==> src/rtl/clock_mode_ctrl.sv <==
// Mode sequencer for the six-digit BCD clock: decodes button pulses into modes,
// drives divider select, counter enables/increments, blink mask and the alarm.
module clock_mode_ctrl #(
  parameter int RING_TICKS = 60
) (
  input  logic        clk,
  input  logic        rst,
  input  logic        tick,
  input  logic        btn_mode,
  input  logic        btn_next,
  input  logic        btn_inc,
  input  logic        alarm_valid,
  input  logic [23:0] cur_time,
  output logic [2:0]  mode,
  output logic [1:0]  clk_mod,
  output logic        count_en,
  output logic [5:0]  digit_inc,
  output logic        sw_clr,
  output logic [5:0]  blink_mask,
  output logic [15:0] alarm_time,
  output logic        alarm_ring
);

  typedef enum logic [2:0] {
    NOP       = 3'd0,
    TIMING    = 3'd1,
    ADJ_TIME  = 3'd2,
    ALARM_M   = 3'd3,
    STOPWATCH = 3'd4
  } mode_t;

  mode_t       r_mode, w_nextMode;
  logic [2:0]  r_ptr, w_nextPtr;
  logic        r_run, w_nextRun;
  logic [15:0] r_alarm, w_nextAlarm, w_incAlarm;
  logic        r_ring, w_nextRing;
  logic [5:0]  r_ringCnt, w_nextRingCnt;
  logic        r_countEn, w_nextCountEn;
  logic [1:0]  r_clkMod, w_nextClkMod;
  logic [5:0]  r_blink, w_nextBlink;
  logic [5:0]  r_digitInc, w_nextDigitInc;
  logic        r_swClr, w_nextSwClr;

  logic        w_dismiss;
  logic        w_alarmHit;
  logic [3:0]  w_ht, w_hu, w_mt, w_mu;
  logic [3:0]  w_htNew;

  assign w_dismiss  = r_ring & (btn_mode | btn_next | btn_inc);
  assign w_alarmHit = (cur_time[23:8] == r_alarm) && (cur_time[7:0] == 8'h00);

  // Alarm digit increment for the digit under the pointer; hr units is clamped
  // whenever the hr tens digit lands on 2.
  always_comb begin
    w_ht    = r_alarm[15:12];
    w_hu    = r_alarm[11:8];
    w_mt    = r_alarm[7:4];
    w_mu    = r_alarm[3:0];
    w_htNew = r_alarm[15:12];
    case (r_ptr)
      3'd2: w_mu = (r_alarm[3:0] >= 4'd9) ? 4'd0 : r_alarm[3:0] + 4'd1;
      3'd3: w_mt = (r_alarm[7:4] >= 4'd5) ? 4'd0 : r_alarm[7:4] + 4'd1;
      3'd4: begin
        if (r_alarm[15:12] == 4'd2)
          w_hu = (r_alarm[11:8] >= 4'd3) ? 4'd0 : r_alarm[11:8] + 4'd1;
        else
          w_hu = (r_alarm[11:8] >= 4'd9) ? 4'd0 : r_alarm[11:8] + 4'd1;
      end
      3'd5: begin
        w_htNew = (r_alarm[15:12] >= 4'd2) ? 4'd0 : r_alarm[15:12] + 4'd1;
        w_ht    = w_htNew;
        if (w_htNew == 4'd2 && r_alarm[11:8] > 4'd3)
          w_hu = 4'd3;
      end
      default: ;
    endcase
    w_incAlarm = {w_ht, w_hu, w_mt, w_mu};
  end

  // Next-state logic: ring dismissal swallows every button, otherwise the
  // highest-priority button pulse acts on the current mode.
  always_comb begin
    w_nextMode     = r_mode;
    w_nextPtr      = r_ptr;
    w_nextRun      = r_run;
    w_nextAlarm    = r_alarm;
    w_nextRing     = r_ring;
    w_nextRingCnt  = r_ringCnt;
    w_nextDigitInc = 6'd0;
    w_nextSwClr    = 1'b0;
    w_nextCountEn  = 1'b0;
    w_nextClkMod   = 2'd0;
    w_nextBlink    = 6'd0;

    if (!w_dismiss) begin
      if (btn_mode) begin
        case (r_mode)
          NOP:      w_nextMode = TIMING;
          TIMING: begin
            w_nextMode = ADJ_TIME;
            w_nextPtr  = 3'd0;
          end
          ADJ_TIME: begin
            w_nextMode = ALARM_M;
            w_nextPtr  = 3'd2;
          end
          ALARM_M: begin
            w_nextMode  = STOPWATCH;
            w_nextRun   = 1'b0;
            w_nextSwClr = 1'b1;
          end
          STOPWATCH: begin
            w_nextMode  = TIMING;
            w_nextRun   = 1'b0;
            w_nextSwClr = 1'b1;
          end
          default:  w_nextMode = NOP;
        endcase
      end else if (btn_next) begin
        case (r_mode)
          ADJ_TIME:  w_nextPtr   = (r_ptr >= 3'd5) ? 3'd0 : r_ptr + 3'd1;
          ALARM_M:   w_nextPtr   = (r_ptr >= 3'd5) ? 3'd2 : r_ptr + 3'd1;
          STOPWATCH: w_nextSwClr = ~r_run;
          default: ;
        endcase
      end else if (btn_inc) begin
        case (r_mode)
          ADJ_TIME:  w_nextDigitInc = 6'd1 << r_ptr;
          ALARM_M:   w_nextAlarm    = w_incAlarm;
          STOPWATCH: w_nextRun      = ~r_run;
          default: ;
        endcase
      end
    end

    if (!alarm_valid || r_mode != TIMING || w_nextMode != TIMING) begin
      w_nextRing = 1'b0;
    end else if (r_ring) begin
      if (w_dismiss) begin
        w_nextRing = 1'b0;
      end else if (tick) begin
        if (r_ringCnt == 6'(RING_TICKS - 1))
          w_nextRing = 1'b0;
        w_nextRingCnt = r_ringCnt + 6'd1;
      end
    end else if (tick && w_alarmHit) begin
      w_nextRing    = 1'b1;
      w_nextRingCnt = 6'd0;
    end

    w_nextCountEn = (w_nextMode == TIMING) || (w_nextMode == STOPWATCH && w_nextRun);
    if (w_nextMode == TIMING)
      w_nextClkMod = 2'd1;
    else if (w_nextMode == STOPWATCH)
      w_nextClkMod = 2'd2;
    if (w_nextMode == ADJ_TIME || w_nextMode == ALARM_M)
      w_nextBlink = 6'd1 << w_nextPtr;
  end

  always_ff @(posedge clk) begin
    if (!rst) begin
      r_mode     <= NOP;
      r_ptr      <= 3'd0;
      r_run      <= 1'b0;
      r_alarm    <= 16'h0000;
      r_ring     <= 1'b0;
      r_ringCnt  <= 6'd0;
      r_countEn  <= 1'b0;
      r_clkMod   <= 2'd0;
      r_blink    <= 6'd0;
      r_digitInc <= 6'd0;
      r_swClr    <= 1'b0;
    end else begin
      r_mode     <= w_nextMode;
      r_ptr      <= w_nextPtr;
      r_run      <= w_nextRun;
      r_alarm    <= w_nextAlarm;
      r_ring     <= w_nextRing;
      r_ringCnt  <= w_nextRingCnt;
      r_countEn  <= w_nextCountEn;
      r_clkMod   <= w_nextClkMod;
      r_blink    <= w_nextBlink;
      r_digitInc <= w_nextDigitInc;
      r_swClr    <= w_nextSwClr;
    end
  end

  assign mode       = r_mode;
  assign clk_mod    = r_clkMod;
  assign count_en   = r_countEn;
  assign digit_inc  = r_digitInc;
  assign sw_clr     = r_swClr;
  assign blink_mask = r_blink;
  assign alarm_time = r_alarm;
  assign alarm_ring = r_ring;

endmodule
==> config.mk <==
export PLATFORM = sky130hd
export DESIGN_NAME = clock_mode_ctrl
export DESIGN_NICKNAME = d
export VERILOG_FILES = /design/src/rtl/clock_mode_ctrl.sv
export SDC_FILE = /design/constraint.sdc
export NUM_CORES = 1
export LEC_CHECK = 0
export CAP_MARGIN = 30
export CORE_MARGIN = 1.5
export CORE_UTILIZATION = 30
export CTS_CLUSTER_SIZE = 20
export DETAILED_ROUTE_END_ITERATION = 6
export HOLD_SLACK_MARGIN = 0.08
export MAX_ROUTING_LAYER = met4
export PLACE_DENSITY = 0.58
export SLEW_MARGIN = 20
export SYNTH_ARGS = -nofsm -noshare
export SYNTH_HDL_FRONTEND = slang
export SYNTH_SLANG_ARGS = --single-unit
==> constraint.sdc <==
create_clock -name clk -period 2.2 [get_ports clk]
set_input_delay 0.22 -clock clk [delete_from_list [all_inputs] [get_ports clk]]
set_output_delay 0.22 -clock clk [all_outputs]
set_load 0.05 [all_outputs]
# [After elaboration in Yosys (flattened, before gate mapping)]
# Cells that the tools add are included.
[totals] ff_bits=46 output_inout_bits=36 word_cells=126
[op_classes] n_addsub=6 order_cmp=7 eq_ne=21 n_shift=2 n_mux=39 n_bitwise=11 reduce_logical=25
[ops] op="4-bit two-way mux" n=7
[ops] op="6-bit two-way mux" n=4
[ops] op="3-bit two-way mux" n=7
[ops] op="3-bit by 2-bit equality test with 1-bit output, second input constant" n=6
[ops] op="6-bit AND reduction" n=3
[ops] op="4-bit by 1-bit adder with 4-bit output, second input constant" n=4
[ops] op="16-bit equality test" n=1
[ops] op="1-bit two-way mux" n=16
[ops] op="3-bit equality test, second input constant" n=4
[ops] op="3-bit one-hot mux with 2 select lines" n=2
[ops] op="3-bit one-hot mux with 4 select lines" n=1
[ops] op="1-bit by 3-bit left shift with 6-bit output, first input constant" n=2
[ops] op="2-bit OR reduction" n=5
[ops] op="4-bit by 2-bit equality test with 1-bit output, second input constant" n=2
[ops] op="4-bit by 2-bit >= comparator with 1-bit output, second input constant" n=2
[ops] op="4-bit >= comparator, second input constant" n=2
[ops] op="8-bit logical NOT" n=1
[ops] op="1-bit inverter" n=8
[ops] op="4-bit one-hot mux with 2 select lines" n=1
[ops] op="7-bit AND reduction" n=1
[ops] op="6-bit by 1-bit adder with 6-bit output, second input constant" n=1
[ops] op="3-bit by 1-bit equality test with 1-bit output, second input constant" n=2
[ops] op="6-bit equality test, second input constant" n=1
[ops] op="2-bit inequality test, second input constant" n=3
[ops] op="16 further kinds" n=25

# [Logic depth before layout (Yosys ltp)]
# Gate-level depths: netlist (run 1).
[logic_depth] depth_word=9 ltp_mapped=8 mapped_depth_nobuf=8

# [Worst setup path after synthesis (run 1)]
# OpenSTA, ideal clock, no wires.
[synth_timing] path_kind="reg2reg" from="register r_alarm[12], in the netlist alarm_time[12]" to="register r_alarm[10], in the netlist alarm_time[10]" setup_time_ns=0.070 arrival_ns=2.495 slack_ns=-0.365 path_stages_with_launch=8 period_less_slack_ns=2.565 cell_sequence="dfxtp_1 inv_1 ha_1 or4_4 o41ai_4 nand3_2 or4_1 a21oi_1"
[synth_between] elab_chain_cells=6 word_cells_on_any_way=10 classes_between="1 x add/sub; 1 x order compare; 3 x eq/ne; 3 x mux; 2 x reduce/logical"
[synth_lines] item="start, declared" line="35" rtl="logic [15:0] r_alarm, w_nextAlarm, w_incAlarm;"
[synth_lines] item="start signal, assigned" line="177" rtl="r_alarm <= w_nextAlarm;"
[synth_lines] item="4-bit by 1-bit adder with 4-bit output / 4-bit by 2-bit >= comparator with 1-bit output (equally long branches)" line="70" rtl="w_htNew = (r_alarm[15:12] >= 4'd2) ? 4'd0 : r_alarm[15:12] + 4'd1;"
[synth_lines] item="4-bit two-way mux" line="70"
[synth_lines] item="4-bit by 2-bit equality test with 1-bit output" line="72" rtl="if (w_htNew == 4'd2 && r_alarm[11:8] > 4'd3)"
[synth_lines] item="1-bit logical AND" line="72"
[synth_lines] item="2-bit inequality test (no line)"
[synth_lines] item="7-bit AND reduction (no line)"
# Several ways; a longest one is shown, not always the timed one.
# A chain may end at the register's enable or synchronous reset.

# [Worst setup path after layout (run 1)]
# Same ends and word-level chain as after synthesis.

==> results.json, run 1 <==
{
  "ys_ff_latch": 46,
  "clock_sinks": 46,
  "die_width_um": 95.4,
  "place.gp.congestion": 0.771,
  "synth_edf_count": 0,
  "dieArea_um2": 9100,
  "syn-num-nets": 350,
  "cp-start-kind": "flop",
  "hold_depth": 2,
  "yosysTopAreaCell": "dfxtp_1",
  "rsz0062_at_grt": "true",
  "clk_path_buf_depth": 2,
  "grt_max_degree": 14,
  "multi_input_comb_area_um2": 1510,
  "drtAntennaViolNets": 0,
  "ys_async_sr_fraction_pct": 0,
  "synth.avg_cell_area_um2": 8.50,
  "drt_iter0_drc": 77,
  "hp-start": "r_ringCnt[1]$_SDFFE_PN0P_",
  "drive_gt1_share_pct": 14.3,
  "core-area_um2": 8260,
  "outcome": "completed",
  "ys.flop_type": "dfxtp_1",
  "hold_slack_ns": 0.527,
  "setup_viol": 0,
  "grt_pass1_vias": 2326,
  "fin_crit_sh_pct": 96.4,
  "power_mw": 1.57,
  "ys_seq_area_share_pct": 36.0,
  "max_slew_margin_pct": 66.4,
  "crit_arrival_ns": 2.37,
  "cp_max_fo": 4,
  "wirelength_um": 6480,
  "clk_pin_slew_worst_paths_ns": 0.09,
  "power.density_nw_per_um2": 437,
  "r2r_end": "alarm_time[10]$_SDFFE_PN0P_",
  "crit_required_ns": 2.44,
  "ir_worst_vdd_uv": 385,
  "synthTopCellsByArea": "dfxtp_1 36%, ha_1 8.8%, xnor2_1 5.8%",
  "worstReg2RegStart": "alarm_time[12]$_SDFFE_PN0P_",
  "final_common_cell": "clkdlybuf4s50_1",
  "viasPerCell": 4.77,
  "max_cap_violations": 0,
  "dp_hpwl_um": 5020,
  "hold_path_end": "r_ringCnt[1]$_SDFFE_PN0P_",
  "vias": 2365,
  "yosysTopAreaCellShare_pct": 36.0,
  "ioPinCount": 67,
  "critPathCaptureType": "flop",
  "regArea_um2": 931,
  "start_util_pct": 31.0,
  "r2r_slack_ns": 0.08,
  "syn_area_um2": 2560,
  "die_y_um": 95.4,
  "min_path_type": "reg -> reg",
  "fin_nets": 439,
  "dr.pass1.iters": 4,
  "min_period_ns": 2.12,
  "cts.htree.levels": 2,
  "n_fill_cell": 836,
  "drc": 0,
  "ys_warn_count": 0,
  "antenna_found_initial": 0,
  "rows": 33,
  "path_class": "reg -> reg",
  "cts_buffers": 5,
  "clk_latency_ns": 0.30,
  "p_leak_nw": 1.35,
  "maxSlewViolCount": 0,
  "hold_violations": 0,
  "syn2layout_area_growth_pct": 40.5,
  "yosys.cell_types.count": 53,
  "ctsHoldBuffers": 0,
  "wire_per_inst_um": 13.1,
  "fin_worst_skew_ns": 0.00763,
  "worst_pin_slew_ns": 0.502,
  "r2r_cells": 7,
  "grt_usage_pct": 15.2,
  "grt.overflow.total": 0,
  "clock-root-buffer": "clkbuf_8",
  "n_antenna_cell": 0,
  "port_buffers": 66,
  "synth_cells": 301,
  "final_cell_mix": "66 x clkdlybuf4s50_1, 42 x dfxtp_1, 36 x nor2_1, 27 x buf_4, 23 x a21oi_1",
  "fmax_ghz": 0.471,
  "cts_tree": "yes",
  "grt_pass1_wl_um": 10500
}
area by class of cell:
| cell class | instances | area share (%) |
|---|---|---|
| well taps | 105 | 3.65 |
| repair buffers | 93 | 24.0 |
| inverters | 20 | 2.09 |
| clock inverters | 2 | 0.244 |
| clock buffers | 6 | 2.02 |
| multi-input cells | 224 | 42.1 |
| flip-flops and latches | 46 | 25.9 |
cell usage after synthesis, drive strengths merged, types with 4 or more instances:
library cell / n
or4: 5
a211oi: 4
nor3: 12
ha: 18
dfxtp: 46
nand3: 12
a21oi: 24
clkbuf: 9
and2: 4
inv: 20
o21ai: 6
nand2: 19
xor2: 5
xnor2: 17
nor2b: 5
nand3b: 6
or3: 5
nor2: 36
nand4: 8
how the worst max path moves through the flow:
stage                                           start                          end  cells past startpoint
after global routing       alarm_time[9]$_SDFFE_PN0P_  alarm_time[11]$_SDFFE_PN0P_                      8
after detailed placement  alarm_time[12]$_SDFFE_PN0P_  alarm_time[10]$_SDFFE_PN0P_                      7
after global placement    alarm_time[12]$_SDFFE_PN0P_  alarm_time[10]$_SDFFE_PN0P_                      7
after CTS                  alarm_time[9]$_SDFFE_PN0P_  alarm_time[11]$_SDFFE_PN0P_                      8
after floorplan           alarm_time[12]$_SDFFE_PN0P_  alarm_time[10]$_SDFFE_PN0P_                      7
final                     alarm_time[12]$_SDFFE_PN0P_  alarm_time[10]$_SDFFE_PN0P_                      7
flip-flops by register name, summed over array words and instances, names as in the netlist:
name,cells
alarm_time,16
alarm_ring,1
digit_inc,6
clk_mod,2
r_ptr,3
sw_clr,1
r_ringCnt,6
r_run,1
count_en,1
blink_mask,6
mode,3
cell families after synthesis:
kind of cell | Yosys count | share of synthesized area (%)
xor gates and xnor gates | 22 | 7.53
buffers and inverters | 31 | 5.67
and+or+nand+nor | 128 | 26.6
muxes | 2 | 0.782
adders and majority gates | 18 | 8.80
AOI/OAI and AO/OA | 54 | 14.6
DFF | 46 | 36.0
worst max-delay path, cell delays in order, from the launching register on:
cell and delay [ns]:
dfxtp_4 0.35, inv_1 0.04, ha_2 0.17, or4_4 0.45
o41ai_4 0.24, nand3_2 0.16, or4_4 0.54, a21oi_2 0.12
power breakdown:
part / total, mW / internal (mW) / switching [mW]
Sequential: 0.847 / 0.839 / 0.00729
Clock: 0.499 / 0.219 / 0.280
Combinational: 0.225 / 0.114 / 0.111
routing by layer:
layer / global-route usage (%) / wire, um / up-vias
met5: - / 0 / -
met1: 19.0 / 3110 / 1082
li1: - / - / 1236
met3: 3.75 / 328 / 4
met2: 24.6 / 2970 / 43
met4: 3.80 / 66 / 0
stage by stage:
stage	setup slack, ns	util (%)	TNS (ns)	cell area [um^2]	std cells
after floorplan	-0.0535	-	-0.0535	2570	301
after global placement	0.0567	42.0	0	3470	485
after detailed placement	0.0275	42.0	0	3470	485
after CTS	0.0129	43.0	0	3550	493
after global routing	-0.0311	43.5	-0.0323	3600	496
final	0.0789	43.5	0	3600	496
what timing repair did:
item | 4_1_cts | 5_1_grt
setup buffers | 0 | 3
gates resized for setup | 0 | 6
endpoints found under the setup margin | 0 | 2
Note: power is estimated with default switching activity, not from simulation.
==> run 2: changes to the inputs <==
Settings changed: CAP_MARGIN 30 to 40.
==> results of run 2 <==
Final layout, timing and power as in run 1 (identical DEF).
==> run 3: changes to the inputs <==
Settings changed: CAP_MARGIN 40 to not set, MAX_ROUTING_LAYER met4 to not set.
==> results.json, run 3 (synthesis gave the netlist of run 1 again) <==
{
  "dieArea_um2": 9100,
  "ir_worst_vdd_uv": 383,
  "switching_share_pct": 25.3,
  "hold_path_end": "r_ringCnt[1]$_SDFFE_PN0P_",
  "clk_latency_ns": 0.30,
  "die_width_um": 95.4,
  "critPathCaptureType": "flop",
  "slowest_stage": "or4_4",
  "power_mw": 1.57,
  "clock_sinks": 46,
  "grt.overflow.total": 0,
  "fin_nets": 439,
  "worstReg2RegStart": "alarm_time[12]$_SDFFE_PN0P_",
  "placed_cell_area_um2": 3470,
  "critical_path_buf_inv_count": 1,
  "fin_crit_sh_pct": 96.4,
  "viasPerCell": 4.76,
  "cpPeakStageDelay_ns": 0.54,
  "crit_chain": "inv_1 -> ha_2 -> or4_4 -> o41ai_4 -> nand3_2 -> or4_4 -> a21oi_2",
  "path_class": "reg -> reg",
  "utilization_pct": 43.5,
  "cp_max_fo": 4,
  "n_antenna_cell": 0,
  "dr.pass1.iters": 4,
  "vias": 2363,
  "cts_buffers": 5,
  "hold_violations": 0,
  "grt_pass1_wl_um": 10600,
  "hold_slack_ns": 0.527,
  "die_y_um": 95.4,
  "fin_worst_skew_ns": 0.00749,
  "internal-power_mw": 1.17,
  "crit_arrival_ns": 2.37,
  "crit_required_ns": 2.44,
  "setup_viol": 0,
  "power.density_nw_per_um2": 436,
  "cp-start-kind": "flop",
  "finalSetupTns_ns": 0,
  "p_leak_nw": 1.35,
  "rsz0062_at_grt": "true",
  "ioPinCount": 67,
  "fmax_ghz": 0.471,
  "core-area_um2": 8260,
  "cp_top_family": "simple AND/OR/NAND/NOR gates",
  "r2r_slack_ns": 0.08,
  "n_fill_cell": 836,
  "cp.depth": 7,
  "clock-root-buffer": "clkbuf_8",
  "cts_tree": "yes",
  "dp_hpwl_um": 5020,
  "grt_pass1_vias": 2326,
  "start_util_pct": 31.0,
  "final_cell_area_um2": 3600,
  "p_seq_share_pct": 53.9,
  "crit_top_cell": "or4_4",
  "grt_usage_pct": 14.8,
  "maxSlewViolCount": 0,
  "grt_max_degree": 14,
  "ctsHoldBuffers": 0,
  "cts.htree.levels": 2,
  "drt_iter0_drc": 82,
  "final_common_cell": "clkdlybuf4s50_1",
  "place.gp.congestion": 0.761,
  "antenna_found_initial": 0,
  "drtAntennaViolNets": 0,
  "max_slew_margin_pct": 66.3,
  "min_path_type": "reg -> reg",
  "wirelength_um": 6480,
  "power.switching_uw": 397,
  "power_frac_comb_pct": 14.3,
  "worst_pin_slew_ns": 0.504,
  "final_cell_mix": "66 x clkdlybuf4s50_1, 42 x dfxtp_1, 36 x nor2_1, 27 x buf_4, 23 x a21oi_1",
  "largest_register_ffs": 16,
  "pwr-share-clk_pct": 31.7,
  "wire_per_inst_um": 13.1,
  "hold_depth": 2,
  "hp-start": "r_ringCnt[1]$_SDFFE_PN0P_",
  "port_buffers": 66,
  "clk_path_buf_depth": 2,
  "min_period_ns": 2.12,
  "clk_pin_slew_worst_paths_ns": 0.09,
  "r2r_cells": 7,
  "syn2layout_area_growth_pct": 40.5,
  "r2r_end": "alarm_time[10]$_SDFFE_PN0P_",
  "drive_gt1_share_pct": 14.3,
  "rows": 33,
  "drc": 0,
  "outcome": "completed",
  "max_cap_violations": 0
}
run 3: power groups by stage:
stage / clock network [mW] / logic (mW) / registers, mW
finish: 0.498 / 0.225 / 0.847
global placement: 0 / 0.224 / 0.866
CTS: 0.521 / 0.226 / 0.847
global route: 0.555 / 0.245 / 0.848
floorplan: 0 / 0.0916 / 0.892
detailed placement: 0 / 0.225 / 0.867
run 3: timing repair:
| action | CTS | global route |
|---|---|---|
| setup endpoints to repair | 0 | 2 |
| buffers inserted | 0 | 3 |
| resized for setup | 0 | 6 |
run 3: worst reg2reg max path: stages, from the launching register on:
cell	delay [ns]
dfxtp_4	0.35
inv_1	0.04
ha_2	0.17
or4_4	0.45
o41ai_4	0.24
nand3_2	0.16
or4_4	0.54
a21oi_2	0.12
run 3: through the flow:
step / worst slack, ns / std cells
6_report: 0.0787 / 496
5_1_grt: -0.0311 / 496
4_1_cts: 0.0129 / 493
3_5_place_dp: 0.0275 / 485
3_3_place_gp: 0.0567 / 485
2_1_floorplan: -0.0535 / 301
run 3: routing by layer:
metal | GRT usage [%] | up-vias | wire length [um]
met4 | 3.80 | 0 | 65
met5 | 0 | - | 0
met1 | 19.0 | 1079 | 3090
met2 | 24.5 | 43 | 2970
met3 | 4.15 | 5 | 356
li1 | - | 1236 | -
run 3: worst max path at each step:
stage,endpoint,slack (ns),startpoint
final,alarm_time[10]$_SDFFE_PN0P_,0.08,alarm_time[12]$_SDFFE_PN0P_
after global routing,alarm_time[11]$_SDFFE_PN0P_,-0.03,alarm_time[9]$_SDFFE_PN0P_
after CTS,alarm_time[11]$_SDFFE_PN0P_,0.01,alarm_time[9]$_SDFFE_PN0P_
after detailed placement,alarm_time[10]$_SDFFE_PN0P_,0.03,alarm_time[12]$_SDFFE_PN0P_
after global placement,alarm_time[10]$_SDFFE_PN0P_,0.06,alarm_time[12]$_SDFFE_PN0P_
after floorplan,alarm_time[10]$_SDFFE_PN0P_,-0.05,alarm_time[12]$_SDFFE_PN0P_
run 3: cell type report:
cell class	instances	area, um^2	area share, %
multi-input cells	224	1510	42.1
flip-flops and latches	46	931	25.9
clock buffers	6	72.6	2.02
clock inverters	2	8.76	0.244
well taps	105	131	3.65
inverters	20	75.1	2.09
repair buffers	93	863	24.0
